**config.mk**
```make
export PLATFORM = sky130hd
export DESIGN_NAME = call_rr_scheduler
export DESIGN_NICKNAME = d
export VERILOG_FILES = /design/src/rtl/call_rr_scheduler.sv
export SDC_FILE = /design/constraint.sdc
export NUM_CORES = 1
export LEC_CHECK = 0
export CORE_AREA = 2 2 273 275
export CTS_CLUSTER_SIZE = 28
export DETAILED_ROUTE_END_ITERATION = 12
export DIE_AREA = 0 0 275 277
export GPL_TIMING_DRIVEN = 0
export PLACE_DENSITY_LB_ADDON = 0.25
export SLEW_MARGIN = 30
export SYNTH_ARGS = -nofsm -noshare
export SYNTH_HDL_FRONTEND = slang
export SYNTH_SLANG_ARGS = --single-unit
```
**constraint.sdc**
```tcl
create_clock -name clk -period 11.15 [get_ports clk]
set_clock_uncertainty 0.15 [all_clocks]
set_input_delay 2.7875 -clock clk [delete_from_list [all_inputs] [get_ports clk]]
set_output_delay 2.7875 -clock clk [all_outputs]
set_load 0.03 [all_outputs]
```
**src/rtl/call_rr_scheduler.sv**
```systemverilog
// Round-robin call dispatcher: PARENT requesters issue one registered call at a time to CHILD units.
// Defining CALL_SCHED_STARVE_EN adds per-parent wait counters that promote long-waiting parents.
module call_rr_scheduler #(
  parameter int PARENT       = 8,
  parameter int CHILD        = 16,
  parameter int ARG_DW       = 64,
  parameter int STARVE_LIMIT = 15,
  localparam int LOG_PARENT  = (PARENT > 1) ? $clog2(PARENT) : 1,
  localparam int LOG_CHILD   = (CHILD > 1) ? $clog2(CHILD) : 1
) (
  input  logic                          clk,
  input  logic                          rstn,
  input  logic [PARENT-1:0]             req_vld_i,
  input  logic [PARENT*LOG_CHILD-1:0]   req_child_i,
  input  logic [PARENT*ARG_DW-1:0]      req_args_i,
  output logic [PARENT-1:0]             req_rdy_o,
  output logic [CHILD-1:0]              call_vld_o,
  input  logic [CHILD-1:0]              call_rdy_i,
  output logic [LOG_PARENT-1:0]         call_parent_o,
  output logic [ARG_DW-1:0]             call_args_o,
  input  logic [CHILD-1:0]              child_done_i,
  output logic [CHILD-1:0]              child_busy_o
);

  typedef enum logic [0:0] {
    IDLE  = 1'b0,
    ISSUE = 1'b1
  } state_e;

  state_e                 state_q, state_d;
  logic [LOG_PARENT-1:0]  rr_ptr_q, rr_ptr_d;
  logic [CHILD-1:0]       busy_q, busy_d;
  logic [LOG_PARENT-1:0]  held_parent_q, held_parent_d;
  logic [LOG_CHILD-1:0]   held_child_q, held_child_d;
  logic [ARG_DW-1:0]      held_args_q, held_args_d;

  logic [LOG_CHILD-1:0]   req_child [PARENT];
  logic [ARG_DW-1:0]      req_args  [PARENT];
  logic [PARENT-1:0]      child_ok;
  logic [PARENT-1:0]      eligible;
  logic [PARENT-1:0]      grant;
  logic [CHILD-1:0]       set_busy;

  logic                   rr_found;
  logic [LOG_PARENT-1:0]  rr_winner;
  logic [LOG_PARENT:0]    rr_idx;
  logic                   any_found;
  logic [LOG_PARENT-1:0]  winner;

  generate
    for (genvar gi = 0; gi < PARENT; gi++) begin : g_req
      assign req_child[gi] = req_child_i[gi*LOG_CHILD +: LOG_CHILD];
      assign req_args[gi]  = req_args_i[gi*ARG_DW +: ARG_DW];
      // Out-of-range child indices can only exist when CHILD is not a power of two.
      if ((1 << LOG_CHILD) == CHILD) begin : g_full
        assign child_ok[gi] = 1'b1;
      end else begin : g_part
        assign child_ok[gi] = (req_child[gi] < LOG_CHILD'(CHILD));
      end
      assign eligible[gi] = req_vld_i[gi] && child_ok[gi] && !busy_q[req_child[gi]] &&
                            !((state_q == ISSUE) && (req_child[gi] == held_child_q));
    end
  endgenerate

  // First eligible parent scanning upward from rr_ptr with wrap-around.
  always_comb begin
    rr_found  = 1'b0;
    rr_winner = '0;
    rr_idx    = '0;
    for (int k = 0; k < PARENT; k++) begin
      rr_idx = {1'b0, rr_ptr_q} + (LOG_PARENT+1)'(k);
      if (rr_idx >= (LOG_PARENT+1)'(PARENT)) begin
        rr_idx = rr_idx - (LOG_PARENT+1)'(PARENT);
      end
      if (!rr_found && eligible[rr_idx[LOG_PARENT-1:0]]) begin
        rr_found  = 1'b1;
        rr_winner = rr_idx[LOG_PARENT-1:0];
      end
    end
  end

`ifdef CALL_SCHED_STARVE_EN
  logic [7:0]             starve_q [PARENT];
  logic [PARENT-1:0]      starved;
  logic                   st_found;
  logic [LOG_PARENT-1:0]  st_winner;

  generate
    for (genvar gi = 0; gi < PARENT; gi++) begin : g_starve
      assign starved[gi] = eligible[gi] && (starve_q[gi] >= 8'(STARVE_LIMIT));

      always_ff @(posedge clk or negedge rstn) begin
        if (!rstn) begin
          starve_q[gi] <= '0;
        end else if (!req_vld_i[gi] || grant[gi]) begin
          starve_q[gi] <= '0;
        end else if ((state_q == IDLE) && eligible[gi] && (starve_q[gi] != 8'hFF)) begin
          starve_q[gi] <= starve_q[gi] + 8'd1;
        end
      end
    end
  endgenerate

  // Promoted parents win over the round-robin pick, lowest index first.
  always_comb begin
    st_found  = 1'b0;
    st_winner = '0;
    for (int k = PARENT - 1; k >= 0; k--) begin
      if (starved[k]) begin
        st_found  = 1'b1;
        st_winner = LOG_PARENT'(k);
      end
    end
  end

  assign any_found = st_found | rr_found;
  assign winner    = st_found ? st_winner : rr_winner;
`else
  assign any_found = rr_found;
  assign winner    = rr_winner;
`endif

  always_comb begin
    state_d       = state_q;
    rr_ptr_d      = rr_ptr_q;
    held_parent_d = held_parent_q;
    held_child_d  = held_child_q;
    held_args_d   = held_args_q;
    grant         = '0;
    set_busy      = '0;
    case (state_q)
      IDLE: begin
        if (any_found) begin
          grant[winner] = 1'b1;
          held_parent_d = winner;
          held_child_d  = req_child[winner];
          held_args_d   = req_args[winner];
          rr_ptr_d      = (winner == LOG_PARENT'(PARENT - 1)) ? '0 : winner + 1'b1;
          state_d       = ISSUE;
        end
      end
      ISSUE: begin
        if (call_rdy_i[held_child_q]) begin
          set_busy[held_child_q] = 1'b1;
          state_d                = IDLE;
        end
      end
      default: state_d = IDLE;
    endcase
  end

  // A handshake and a done on the same child leave it busy.
  assign busy_d = (busy_q & ~child_done_i) | set_busy;

  always_ff @(posedge clk or negedge rstn) begin
    if (!rstn) begin
      state_q       <= IDLE;
      rr_ptr_q      <= '0;
      busy_q        <= '0;
      held_parent_q <= '0;
      held_child_q  <= '0;
      held_args_q   <= '0;
    end else begin
      state_q       <= state_d;
      rr_ptr_q      <= rr_ptr_d;
      busy_q        <= busy_d;
      held_parent_q <= held_parent_d;
      held_child_q  <= held_child_d;
      held_args_q   <= held_args_d;
    end
  end

  // The accept pulse is combinational, so it is masked while reset is held.
  assign req_rdy_o = grant & {PARENT{rstn}};

  generate
    for (genvar gi = 0; gi < CHILD; gi++) begin : g_call
      assign call_vld_o[gi] = (state_q == ISSUE) && (held_child_q == LOG_CHILD'(gi));
    end
  endgenerate

  assign call_parent_o = held_parent_q;
  assign call_args_o   = held_args_q;
  assign child_busy_o  = busy_q;

endmodule
```
### After elaboration in Yosys (flattened, before gate mapping)

Index checks and enable logic that the tools add are counted.
Widths: inputs -> output; s select.

| storage, ports and cells | value |
|---|---|
| bits in registers | 91 |
| bits in latches | 0 |
| bits in writable memories | 0 |
| bits in read-only memories | 0 |
| bits of input ports | 586 |
| output and inout bits | 107 |
| logic and storage cells | 231 |
| memories | 0 |

| operators by class | value |
|---|---|
| add/sub/neg operators | 16 |
| multipliers | 0 |
| divide/modulo/power cells | 0 |
| order comparisons | 29 |
| equality and inequality tests | 24 |
| shift operators | 0 |
| mux-type cells | 76 |
| bitwise logic cells | 6 |
| reductions and logical operators | 74 |

Operators by type and width:

| operator | count |
|---|---|
| $bmux 64 s3 | 1 |
| $mux 64 | 2 |
| $mux 3 | 17 |
| $logic_and 1x1->1 | 49 |
| $lt 4x5->1 const B | 9 |
| $bmux 1 s4 | 9 |
| $lt 3x4->1 const B | 9 |
| $eq 4x4->1 | 8 |
| $eq 4x4->1 const B | 8 |
| $ge 4x4->1 const B | 8 |
| $mux 16 | 2 |
| $mux 1 | 29 |
| $bmux 1 s3 | 8 |
| $sub 3x1->3 const B | 8 |
| $logic_not 1->1 | 23 |
| $add 3x3->4 const B | 4 |
| $and 16x16->16 | 1 |
| $eq 4x3->1 const B | 4 |
| $mux 8 | 2 |
| $not 16->16 | 1 |
| $or 16x16->16 | 1 |
| $bmux 4 s3 | 1 |
| $add 3x2->4 const B | 2 |
| $and 8x8->8 | 1 |
| 16 further kinds | 18 |

### Longest topological paths before layout

Gate-level depths: netlist of the first run.

| depth | value |
|---|---|
| depth in word-level cells | 36 |
| depth in mapped cells | 24 |
| gate-level depth less buffers | 16 |

### Worst setup path before layout of the first run

OpenSTA, ideal clock, no wires.

| path | value |
|---|---|
| kind | input-to-output |
| start point | input req_child_i[16] |
| end point | output req_rdy_o[1] |
| data arrival time | 6.399 ns |
| data required time | 8.213 ns |
| setup slack | 1.813 ns |
| stages | 14 |
| buffers on the path | 3 |
| cell sequence | buf_2 > mux4_2 > nand3_1 > o21ai_1 > nor3_2 > mux2i_1 > mux4_2 > mux2i_1 > o221ai_1 > a21oi_2 > buf_2 > buf_2 > nand3_1 > nor3_1 |

| on the way | value |
|---|---|
| longest elaborated chain between the ends | 36 |
| elaborated cells on any way between the ends | 62 |
| classes of those cells | order compare: 2; eq/ne: 1; mux: 38; bitwise: 1; reduce/logical: 20 |

Ends and longest elaborated chain:

| what | RTL line | source |
|---|---|---|
| start, declared | 14 | `input logic [PARENT*LOG_CHILD-1:0] req_child_i,` |
| $bmux 1 s4 | 60 | `assign eligible[gi] = req_vld_i[gi] && child_ok[gi] && !busy_q[req_child[gi]] &&` |
| $mux 1 (implied by the code) | 60 |  |
| $logic_not 1->1 | 60 |  |
| $logic_and 1x1->1 | 60 |  |
| $logic_and 1x1->1 (*) | 60 |  |
| $bmux 1 s3 | 75 | `if (!rr_found && eligible[rr_idx[LOG_PARENT-1:0]]) begin` |
| $mux 1 (implied by the code) | 75 |  |
| $mux 1 | 75 |  |
| [20 not listed] | n/a |  |
| $mux 3 | 75 |  |
| $lt 3x4->1 (implied by the code) / $ge 3x1->1 (equally long branches) | 134 | `grant[winner] = 1'b1;` |
| $logic_and 1x1->1 (implied by the code) | 134 |  |
| $mux 1 (implied by the code) | 134 |  |
| $demux 1 s3 | 134 |  |
| $mux 8 (*) | 133 | `if (any_found) begin` |
| $mux 8 (*) | 131 | `case (state_q)` |
| $and 8x8->8 (*) | 174 | `assign req_rdy_o = grant & {PARENT{rstn}};` |
| end, declared | 16 | `output logic [PARENT-1:0] req_rdy_o,` |

Every way passes the cells marked *; elsewhere a longest branch is shown, timed or not. The select of a mux whose other input is x is not followed.

### Final worst setup path of the first run

| path | value |
|---|---|
| start point | input req_child_i[25] |
| end point | output req_rdy_o[2] |

| on the way | value |
|---|---|
| longest elaborated chain between the ends | 36 |
| elaborated cells on any way between the ends | 62 |
| classes of those cells | order compare: 2; eq/ne: 1; mux: 38; bitwise: 1; reduce/logical: 20 |

Ends and longest elaborated chain:

| what | RTL line | source |
|---|---|---|
| $bmux 1 s4 | 60 |  |
| $mux 1 (implied by the code) | 60 |  |
| $logic_not 1->1 | 60 |  |
| $logic_and 1x1->1 | 60 |  |
| $logic_and 1x1->1 (*) | 60 |  |
| $bmux 1 s3 | 75 |  |
| $mux 1 (implied by the code) | 75 |  |
| $mux 1 | 75 |  |
| [21 not listed] | n/a |  |
| named net rr_winner[1] | 45 | `logic [LOG_PARENT-1:0] rr_winner;` |
| $lt 3x4->1 (implied by the code) / $ge 3x1->1 (equally long branches) | 134 |  |
| $logic_and 1x1->1 (implied by the code) | 134 |  |
| $mux 1 (implied by the code) | 134 |  |
| $demux 1 s3 (*) | 134 |  |
| $mux 8 (*) | 133 |  |
| $mux 8 (*) | 131 |  |
| $and 8x8->8 (*) | 174 |  |

Mark *: on every way through the listed nets, which the timed path passes. The rest lies on a longest branch. The select of a mux whose other input is x is not followed.

==> summary.md, run 1 <==
| Metric | Value |
|---|---|
| Status | `completed` |
| Deepest level of the CTS H-tree | `3` |
| Final GP Congestion | `roughly 0.97` |
| Cell chain of the critical path | `clkdlybuf4s50_1 -> mux4_2 -> nand2b_1 -> a22o_2 -> nor2_4 -> mux2i_1 -> mux4_2 -> mux2i_1 -> o221ai_1 -> a21oi_2 -> buf_4 -> inv_2 -> buf_4 -> buf_2 -> nand3_2 -> nor2_1 -> clkdlybuf4s50_1` |
| DIE AREA | `between 0.07 and 0.08 sq mm` |
| Drt first-iter violations | `1,114` |
| Total of fill cells in the finished design | `about 7,900` |
| Drc violations | `0` |
| Routed Wire Length | `83,500 um` |
| Worst reg2reg path endpoint | `call_args_o[0]$_DFFE_PN0P_` |
| Critical path depth in cells | `17` |
| Total via count in the routed design | `roughly 14,000` |
| Power, Total | `~8.1 mW` |
| IR drop worst, VDD | `265 uV` |
| Critical path's top delay family | `buffers and inverters` |
| Hold path endpoint | `call_parent_o[0]$_DFFE_PN0P_` |
| Yosys warning total | `0` |
| Average size of a mapped cell | `roughly 8.8 sq um` |
| CTS Hold Bufs | `0` |
| CTS sink count | `91` |
| Launching point of the worst reg2reg path | `rr_ptr_q[0]$_DFFE_PN0P_` |
| Number of cells traversed by the worst hold path | `1` |
| Met2 wire length | `roughly 40,000 um` |
| Worst hold path type | `reg2reg` |
| Post-Synthesis Net Count | `~1,800` |
| Total instance count after detailed placement | `between 2,000 and 3,000` |
| HPWL after detailed placement | `66,900 um` |
| Final critical delay including setup and external delays | `10,840 ps` |
| Cell area after layout | `between 0.015 and 0.02 sq mm` |
| Wire length of the first global-routing pass | `between 100,000 and 150,000 um` |
| Final Cycle Share | `97.2%` |
| Leading post-synthesis cells by cell area | `sky130_fd_sc_hd__mux2i_1 21%, sky130_fd_sc_hd__dfrtp_1 21%, sky130_fd_sc_hd__mux4_2 7.4%` |
| CTS buffer count | `9` |
| Starting utilization of the core area | `between 10 and 15%` |
| Die boundary width | `approximately 280 um` |
| CP max stage delay | `700 ps` |
| Min-delay src | `call_parent_o[0]$_DFFE_PN0P_` |
| Number of maximum-capacitance violations | `0` |
| Number of enable-type register cells in the synthesized netlist | `0` |
| Cell at the slowest stage of the critical path | `sky130_fd_sc_hd__clkdlybuf4s50_1` |
| Area of the multi-input gates | `about 0.008 sq mm` |
| Worst-path maximum fanout | `10` |
| Kind of end point of the critical path | `output pin` |
| Post-Syn Area | `about 0.011 sq mm` |
| Arrival time at the worst endpoint | `about 7900 ps` |
| Vias in the first global route | `about 14,000` |
| Achievable Freq | `roughly 0.092 GHz` |
| Final #Nets | `between 2,000 and 3,000` |
| Post-synthesis instance total | `~1,200` |
| Global-route congestion overflow total | `0` |
| Number of slew-limit violations in the final report | `0` |
| Maximum number of pins on one net before global-route repair | `between 50 and 60` |
| Post-route met1 wirelength | `34,300 um` |
| Clk buf depth | `2` |
| Area fraction of the dominant cell type after synthesis | `21.0%` |
| Most common flop cell mapped by yosys | `sky130_fd_sc_hd__dfrtp_1` |
| Area growth syn-to-layout | `76.8%` |
| PwrDens | `~420 mW/mm^2` |
| Worst Reg2Reg Path Length in Cells | `20` |
| P_leak | `roughly 7.5 nW` |
| Startpoint Class | `primary input` |
| RSZ-0062 raised after global routing | `false` |
| Wire length per cell | `~29 um` |
| Reg2Reg Setup Slack | `~3500 ps` |
| Share of layout cells above drive strength 1 | `9.59%` |
| Detailed-routing iteration count for the pre-antenna-repair pass | `6` |
| Number of failing setup endpoints in the final timing report | `0` |
| Utilization of the core after routing | `26.2%` |
| Clock transition at the register clock pins on the worst setup and hold paths after CTS | `roughly 80 ps` |
| Setup total negative slack | `0 ps` |
| Count of buffering cells on the critical path with inverters included | `6` |
| Highest metal layer with signal wires | `met5` |
| Slew HR | `between 30% and 40%` |
| Root cell of the clock tree | `sky130_fd_sc_hd__clkbuf_16` |
| Initial antenna violation count | `31` |
| Rows | `100` |
| #FFs+latches synth | `slightly above 90` |
| Required time of the worst setup path | `between 8000 and 9000 ps` |
| Top Ports | `about 690` |
| WL met3 | `about 7000 um` |
| Worst Max-Slew Pin Slew | `about 960 ps` |
| Flip-flop and latch area | `between 0.002 and 0.0025 sq mm` |
| Hold Violations, Final | `0` |
| Synth unique cells | `slightly below 80` |
| Sequential fraction of the synthesis area | `around a fifth` |
| Die Height | `~280 um` |
| Placeable Area | `0.0736 sq mm` |
| All-Layer GR Usage | `between 20% and 30%` |
| Leading post-synthesis cells by instance count | `228 x sky130_fd_sc_hd__mux2i_1, 136 x sky130_fd_sc_hd__nand2_1, 91 x sky130_fd_sc_hd__dfrtp_1, 88 x sky130_fd_sc_hd__nor2_1, 54 x sky130_fd_sc_hd__buf_2` |
| Proportion of register bits with asynchronous set or reset after synthesis | `100%` |
| Cell accounting for the most synthesized area | `sky130_fd_sc_hd__mux2i_1` |
| Clock tree from TritonCTS | `built` |
| Antenna violation net count after detailed routing | `0` |
| Post-place instance area | `0.0188 sq mm` |
| Routed vias/inst | `about 4.7` |
| Kind of critical path | `in2out` |
| Count of port buffers added during placement | `670` |
| Insertion delay of the later-clocked pin in the worst-skew pair | `~390 ps` |
| Final cell count without fillers | `between 2,000 and 3,000` |
| Most numerous cell in the Yosys netlist | `sky130_fd_sc_hd__mux2i_1` |
==> repair_timing <==
item | CTS | global route
gates resized for setup | 5 | 11
setup endpoints to repair | 8 | 8
buffers inserted | 0 | 2
pin swaps | 0 | 1
==> cell type report <==
type / instances / share of cell area (%)
clock buffers: 10 / 1.24
repair buffers: 673 / 35.1
diodes: 13 / 0.169
clock inverters: 6 / 0.241
flip-flops and latches: 91 / 11.8
well taps: 969 / 6.30
plain buffers: 124 / 3.45
multi-input cells: 982 / 41.0
inverters: 33 / 0.644
==> sequential cells by signal, summed over array words and instances, names as in the netlist <==
name	flops
call_args_o	64
child_busy_o	16
held_child_q	4
call_parent_o	3
rr_ptr_q	3
state_q	1
==> power by group <==
| part | leakage [nW] | switching, mW | internal, mW |
|---|---|---|---|
| logic | 6.29 | 4.46 | 2.63 |
| clock network | 0.136 | 0.182 | 0.161 |
| registers | 1.05 | 0.122 | 0.516 |
==> stage by stage <==
step                      hold slack, ps  worst slack (ps)
final                                365               313
after floorplan                      537              1810
after global placement               345             -2150
after global routing                 383              17.2
after detailed placement             351              -369
after CTS                            370              44.7
==> cells by family (layout without fill, tap and decap cells) <==
kind of cell	Yosys count	in the layout	share of synthesized area (%)
fa+ha+maj	4	4	0.460
compound gates	337	337	25.4
flops	91	91	20.9
buf+inv	159	846	7.28
mux	274	274	29.5
xor+xnor	35	35	2.82
simple gates	332	332	13.7
other cells	0	13	0
==> routing by layer <==
layer	vias up	track usage (%)
met5	-	0
met4	16	6.64
met3	106	5.64
met2	705	35.2
met1	6792	26.1
li1	6109	-
==> how the worst max path moves through the flow <==
stage,slack (ps),end,startpoint
6_report,310,req_rdy_o[2],req_child_i[25]
5_1_grt,20,req_rdy_o[2],req_child_i[25]
4_1_cts,40,req_rdy_o[1],req_child_i[25]
3_5_place_dp,-370,req_rdy_o[3],req_child_i[25]
3_3_place_gp,-2150,req_rdy_o[1],rstn
2_1_floorplan,1810,req_rdy_o[1],req_child_i[16]
==> cell usage in the layout (no fill, tap or decap), types with 8 or more instances in the layout <==
cell / n
sky130_fd_sc_hd__nor3_1: 26
sky130_fd_sc_hd__clkdlybuf4s50_1: 667
sky130_fd_sc_hd__a32oi_1: 36
sky130_fd_sc_hd__dfrtp_1: 91
sky130_fd_sc_hd__nand2b_1: 12
sky130_fd_sc_hd__a211oi_1: 9
sky130_fd_sc_hd__a21oi_1: 30
sky130_fd_sc_hd__o22ai_1: 25
sky130_fd_sc_hd__diode_2: 13
sky130_fd_sc_hd__and3_1: 9
sky130_fd_sc_hd__xnor2_1: 32
sky130_fd_sc_hd__mux4_2: 36
sky130_fd_sc_hd__mux2_2: 10
sky130_fd_sc_hd__clkbuf_1: 41
sky130_fd_sc_hd__clkbuf_16: 9
sky130_fd_sc_hd__buf_4: 23
sky130_fd_sc_hd__mux2i_1: 228
sky130_fd_sc_hd__a32o_1: 16
sky130_fd_sc_hd__o211a_1: 51
sky130_fd_sc_hd__a22oi_1: 38
sky130_fd_sc_hd__o21ai_0: 22
sky130_fd_sc_hd__inv_1: 29
sky130_fd_sc_hd__o2bb2ai_1: 18
sky130_fd_sc_hd__o211ai_1: 8
sky130_fd_sc_hd__a211oi_2: 11
sky130_fd_sc_hd__nand2_1: 136
sky130_fd_sc_hd__nand3_1: 26
sky130_fd_sc_hd__buf_2: 52
sky130_fd_sc_hd__nor2_1: 87
No activity file was read; power rests on OpenSTA's default activity.
==> inputs of run 2 (changes only) <==
- ABC_AREA: unset -> 1
- ABC_CLOCK_PERIOD_IN_PS: unset -> 11150
- CORE_AREA: 2 2 273 275 -> 2 2 270 272
- CTS_BUF_LIST: unset -> sky130_fd_sc_hd__clkbuf_8 sky130_fd_sc_hd__clkbuf_16
- DIE_AREA: 0 0 275 277 -> 0 0 272 274
==> summary.md, run 2 <==
| Metric | Value |
|---|---|
| Status | `completed` |
| Die boundary width | `approximately 270 um` |
| Leading post-synthesis cells by cell area | `sky130_fd_sc_hd__nand2_1 38%, sky130_fd_sc_hd__dfrtp_1 19%, sky130_fd_sc_hd__nand3_1 18%` |
| Synth unique cells | `36` |
| Min-delay src | `call_parent_o[1]$_DFFE_PN0P_` |
| Root cell of the clock tree | `sky130_fd_sc_hd__clkbuf_16` |
| Antenna violation net count after detailed routing | `0` |
| Clock tree from TritonCTS | `built` |
| Hold path endpoint | `call_parent_o[1]$_DFFE_PN0P_` |
| Worst-path maximum fanout | `10` |
| Die Height | `roughly 270 um` |
| Worst reg2reg path endpoint | `call_args_o[0]$_DFFE_PN0P_` |
| Number of slew-limit violations in the final report | `0` |
| Post-Syn Area | `between 0.01 and 0.015 sq mm` |
| Count of port buffers added during placement | `689` |
| Vias in the first global route | `~17,000` |
| Slew HR | `around a third` |
| Placeable Area | `0.0720 sq mm` |
| Most numerous cell in the Yosys netlist | `sky130_fd_sc_hd__nand2_1` |
| Most common library cell in the layout ignoring fill and taps | `sky130_fd_sc_hd__nand2_1` |
| Achievable Freq | `0.0952 GHz` |
| Maximum number of pins on one net before global-route repair | `65` |
| Arrival time at the worst endpoint | `7570 ps` |
| Wire length per cell | `approximately 24 um` |
| Worst Max-Slew Pin Slew | `a little over 1000 ps` |
| Starting utilization of the core area | `16.5%` |
| Wire length of the first global-routing pass | `127,000 um` |
| Most common flop cell mapped by yosys | `sky130_fd_sc_hd__dfrtp_1` |
| Worst Reg2Reg Path Length in Cells | `16` |
| Final Cycle Share | `between 90% and 100%` |
| Final critical delay including setup and external delays | `around 11,000 ps` |
| Rows | `99` |
| HPWL after detailed placement | `between 70,000 and 80,000 um` |
| Area fraction of the dominant cell type after synthesis | `a little under two fifths` |
| Number of maximum-capacitance violations | `0` |
| Total via count in the routed design | `~18,000` |
| Top Ports | `between 600 and 700` |
| Leading post-synthesis cells by instance count | `1,192 x sky130_fd_sc_hd__nand2_1, 417 x sky130_fd_sc_hd__nand3_1, 255 x sky130_fd_sc_hd__nor2_1, 97 x sky130_fd_sc_hd__buf_2, 91 x sky130_fd_sc_hd__dfrtp_1` |
| Initial antenna violation count | `17` |
| Cell accounting for the most synthesized area | `sky130_fd_sc_hd__nand2_1` |
| Routed vias/inst | `4.50` |
| Startpoint Class | `primary input` |
| Required time of the worst setup path | `around 8000 ps` |
| Routed Wire Length | `approximately 94,000 um` |
| Kind of end point of the critical path | `output pin` |
| DIE AREA | `0.0745 sq mm` |
| Average size of a mapped cell | `around 5.1 sq um` |
| Deepest level of the CTS H-tree | `3` |
| All-Layer GR Usage | `about 24%` |
| Number of enable-type register cells in the synthesized netlist | `0` |
| Detailed-routing iteration count for the pre-antenna-repair pass | `6` |
| Yosys warning total | `0` |
| Final GP Congestion | `~0.97` |
| Post-CTS setup buffer count | `0` |
| Area growth syn-to-layout | `70.9%` |
| Clock transition at the register clock pins on the worst setup and hold paths after CTS | `about 80 ps` |
| Reg2Reg Setup Slack | `approximately 6000 ps` |
| Cell area after layout | `approximately 0.02 sq mm` |
| Global-route congestion overflow total | `0` |
| CTS Hold Bufs | `0` |
| Launching point of the worst reg2reg path | `rr_ptr_q[1]$_DFFE_PN0P_` |
| Post-Synthesis Net Count | `around 2,900` |
| Drt first-iter violations | `1,338` |
| Post-synthesis instance total | `approximately 2,300` |
| Kind of critical path | `in2out` |
| CTS sink count | `just over 90` |
| Drc violations | `0` |
| Number of flip-flops in the largest register | `64` |
| Most frequent cells in the layout | `1,192 x sky130_fd_sc_hd__nand2_1, 688 x sky130_fd_sc_hd__clkdlybuf4s50_1, 417 x sky130_fd_sc_hd__nand3_1` |
| Number of failing setup endpoints in the final timing report | `0` |
| Proportion of register bits with asynchronous set or reset after synthesis | `between 90% and 100%` |
| Worst hold path type | `reg2reg` |
| #FFs+latches synth | `91` |
| Final #Nets | `approximately 3,600` |
| Post-place instance area | `~0.02 sq mm` |
| Clk buf depth | `2` |
| Number of cells traversed by the worst hold path | `2` |
| Hold Violations, Final | `0` |
| Share of layout cells above drive strength 1 | `roughly 6.5%` |
| Sequential fraction of the synthesis area | `between 10% and 20%` |
| Insertion delay of the later-clocked pin in the worst-skew pair | `around 390 ps` |
| Post-CTS Resized | `0` |
| CTS buffer count | `9` |
| RSZ-0062 raised after global routing | `false` |
run 2: cell count changes after synthesis, moves of 26 or more:
cell / delta
sky130_fd_sc_hd__a22oi_1: -30
sky130_fd_sc_hd__a32oi_1: -36
sky130_fd_sc_hd__buf_2: +43
sky130_fd_sc_hd__inv_1: +26
sky130_fd_sc_hd__mux2i_1: -228
sky130_fd_sc_hd__mux4_2: -36
sky130_fd_sc_hd__nand2_1: +1056
sky130_fd_sc_hd__nand3_1: +389
sky130_fd_sc_hd__nor2_1: +167
sky130_fd_sc_hd__o211a_1: -51
sky130_fd_sc_hd__xnor2_1: -29
run 2: logic make-up (layout without fill, tap and decap cells):
group	count (synthesis)	count (layout)	share of synthesized area [%]
buffers and inverters	236	942	9.45
AOI/OAI and AO/OA	83	83	4.24
adders and majority gates	4	4	0.421
and+or+nand+nor	1903	1903	66.4
DFF	91	91	19.1
other	0	7	0
xor gates and xnor gates	5	5	0.368
run 2: how the worst max path moves through the flow:
stage | from | to | slack [ps]
after detailed placement | req_child_i[9] | req_rdy_o[1] | 670
after global routing | req_child_i[9] | req_rdy_o[3] | 420
final | req_child_i[9] | req_rdy_o[1] | 650
after CTS | req_child_i[9] | req_rdy_o[1] | 660
after floorplan | req_child_i[20] | req_rdy_o[0] | 2850
after global placement | rstn | req_rdy_o[0] | -1390
run 2: layout make-up:
cell class	count	area, sq um
Buffer	148	795
Clock inverter	7	60.1
Antenna cell	7	17.5
Fill cell	8314	51600
Clock buffer	9	225
Sequential cell	91	2280
Timing Repair Buffer	690	6930
Tap cell	959	1200
Inverter	88	330
Multi-Input combinational cell	1995	8490
run 2: worst max-delay path: stages:
cell and delay (ps):
sky130_fd_sc_hd__clkdlybuf4s50_1 680, sky130_fd_sc_hd__inv_2 110, sky130_fd_sc_hd__nand2_1 80, sky130_fd_sc_hd__nand2_1 60, sky130_fd_sc_hd__nand3_1 80, sky130_fd_sc_hd__nor2_1 40, sky130_fd_sc_hd__nor2_1 90, sky130_fd_sc_hd__nand3_1 160
sky130_fd_sc_hd__nand2_1 180, sky130_fd_sc_hd__nand3_1 120, sky130_fd_sc_hd__and2_1 200, sky130_fd_sc_hd__o21ai_2 300, sky130_fd_sc_hd__nor3_1 130, sky130_fd_sc_hd__nand3b_1 140, sky130_fd_sc_hd__nand2_1 310, sky130_fd_sc_hd__inv_2 420
sky130_fd_sc_hd__buf_2 460, sky130_fd_sc_hd__nand3_1 320, sky130_fd_sc_hd__nor2_1 190, sky130_fd_sc_hd__clkdlybuf4s50_1 680
run 2: metrics by stage:
step	setup WS [ps]	util (%)	setup TNS [ps]	instances	hold WS, ps
2_1_floorplan	2850	-	0	2322	501
3_3_place_gp	-1390	27.8	-10140	3970	321
3_5_place_dp	673	27.8	0	3971	331
4_1_cts	658	28.2	0	3987	353
5_1_grt	421	28.2	0	3990	391
6_report	646	28.2	0	3994	344
run 2: metal layers:
metal | GRT usage (%) | wire length (um)
met1 | 30.3 | 39300
met2 | 40.2 | 44100
met3 | 6.37 | 7570
met4 | 8.36 | 3020
met5 | 0 | 134
Power of run 2 is not shown: default switching activity piles up to over one toggle a cycle in this logic, so the estimate is an artifact.
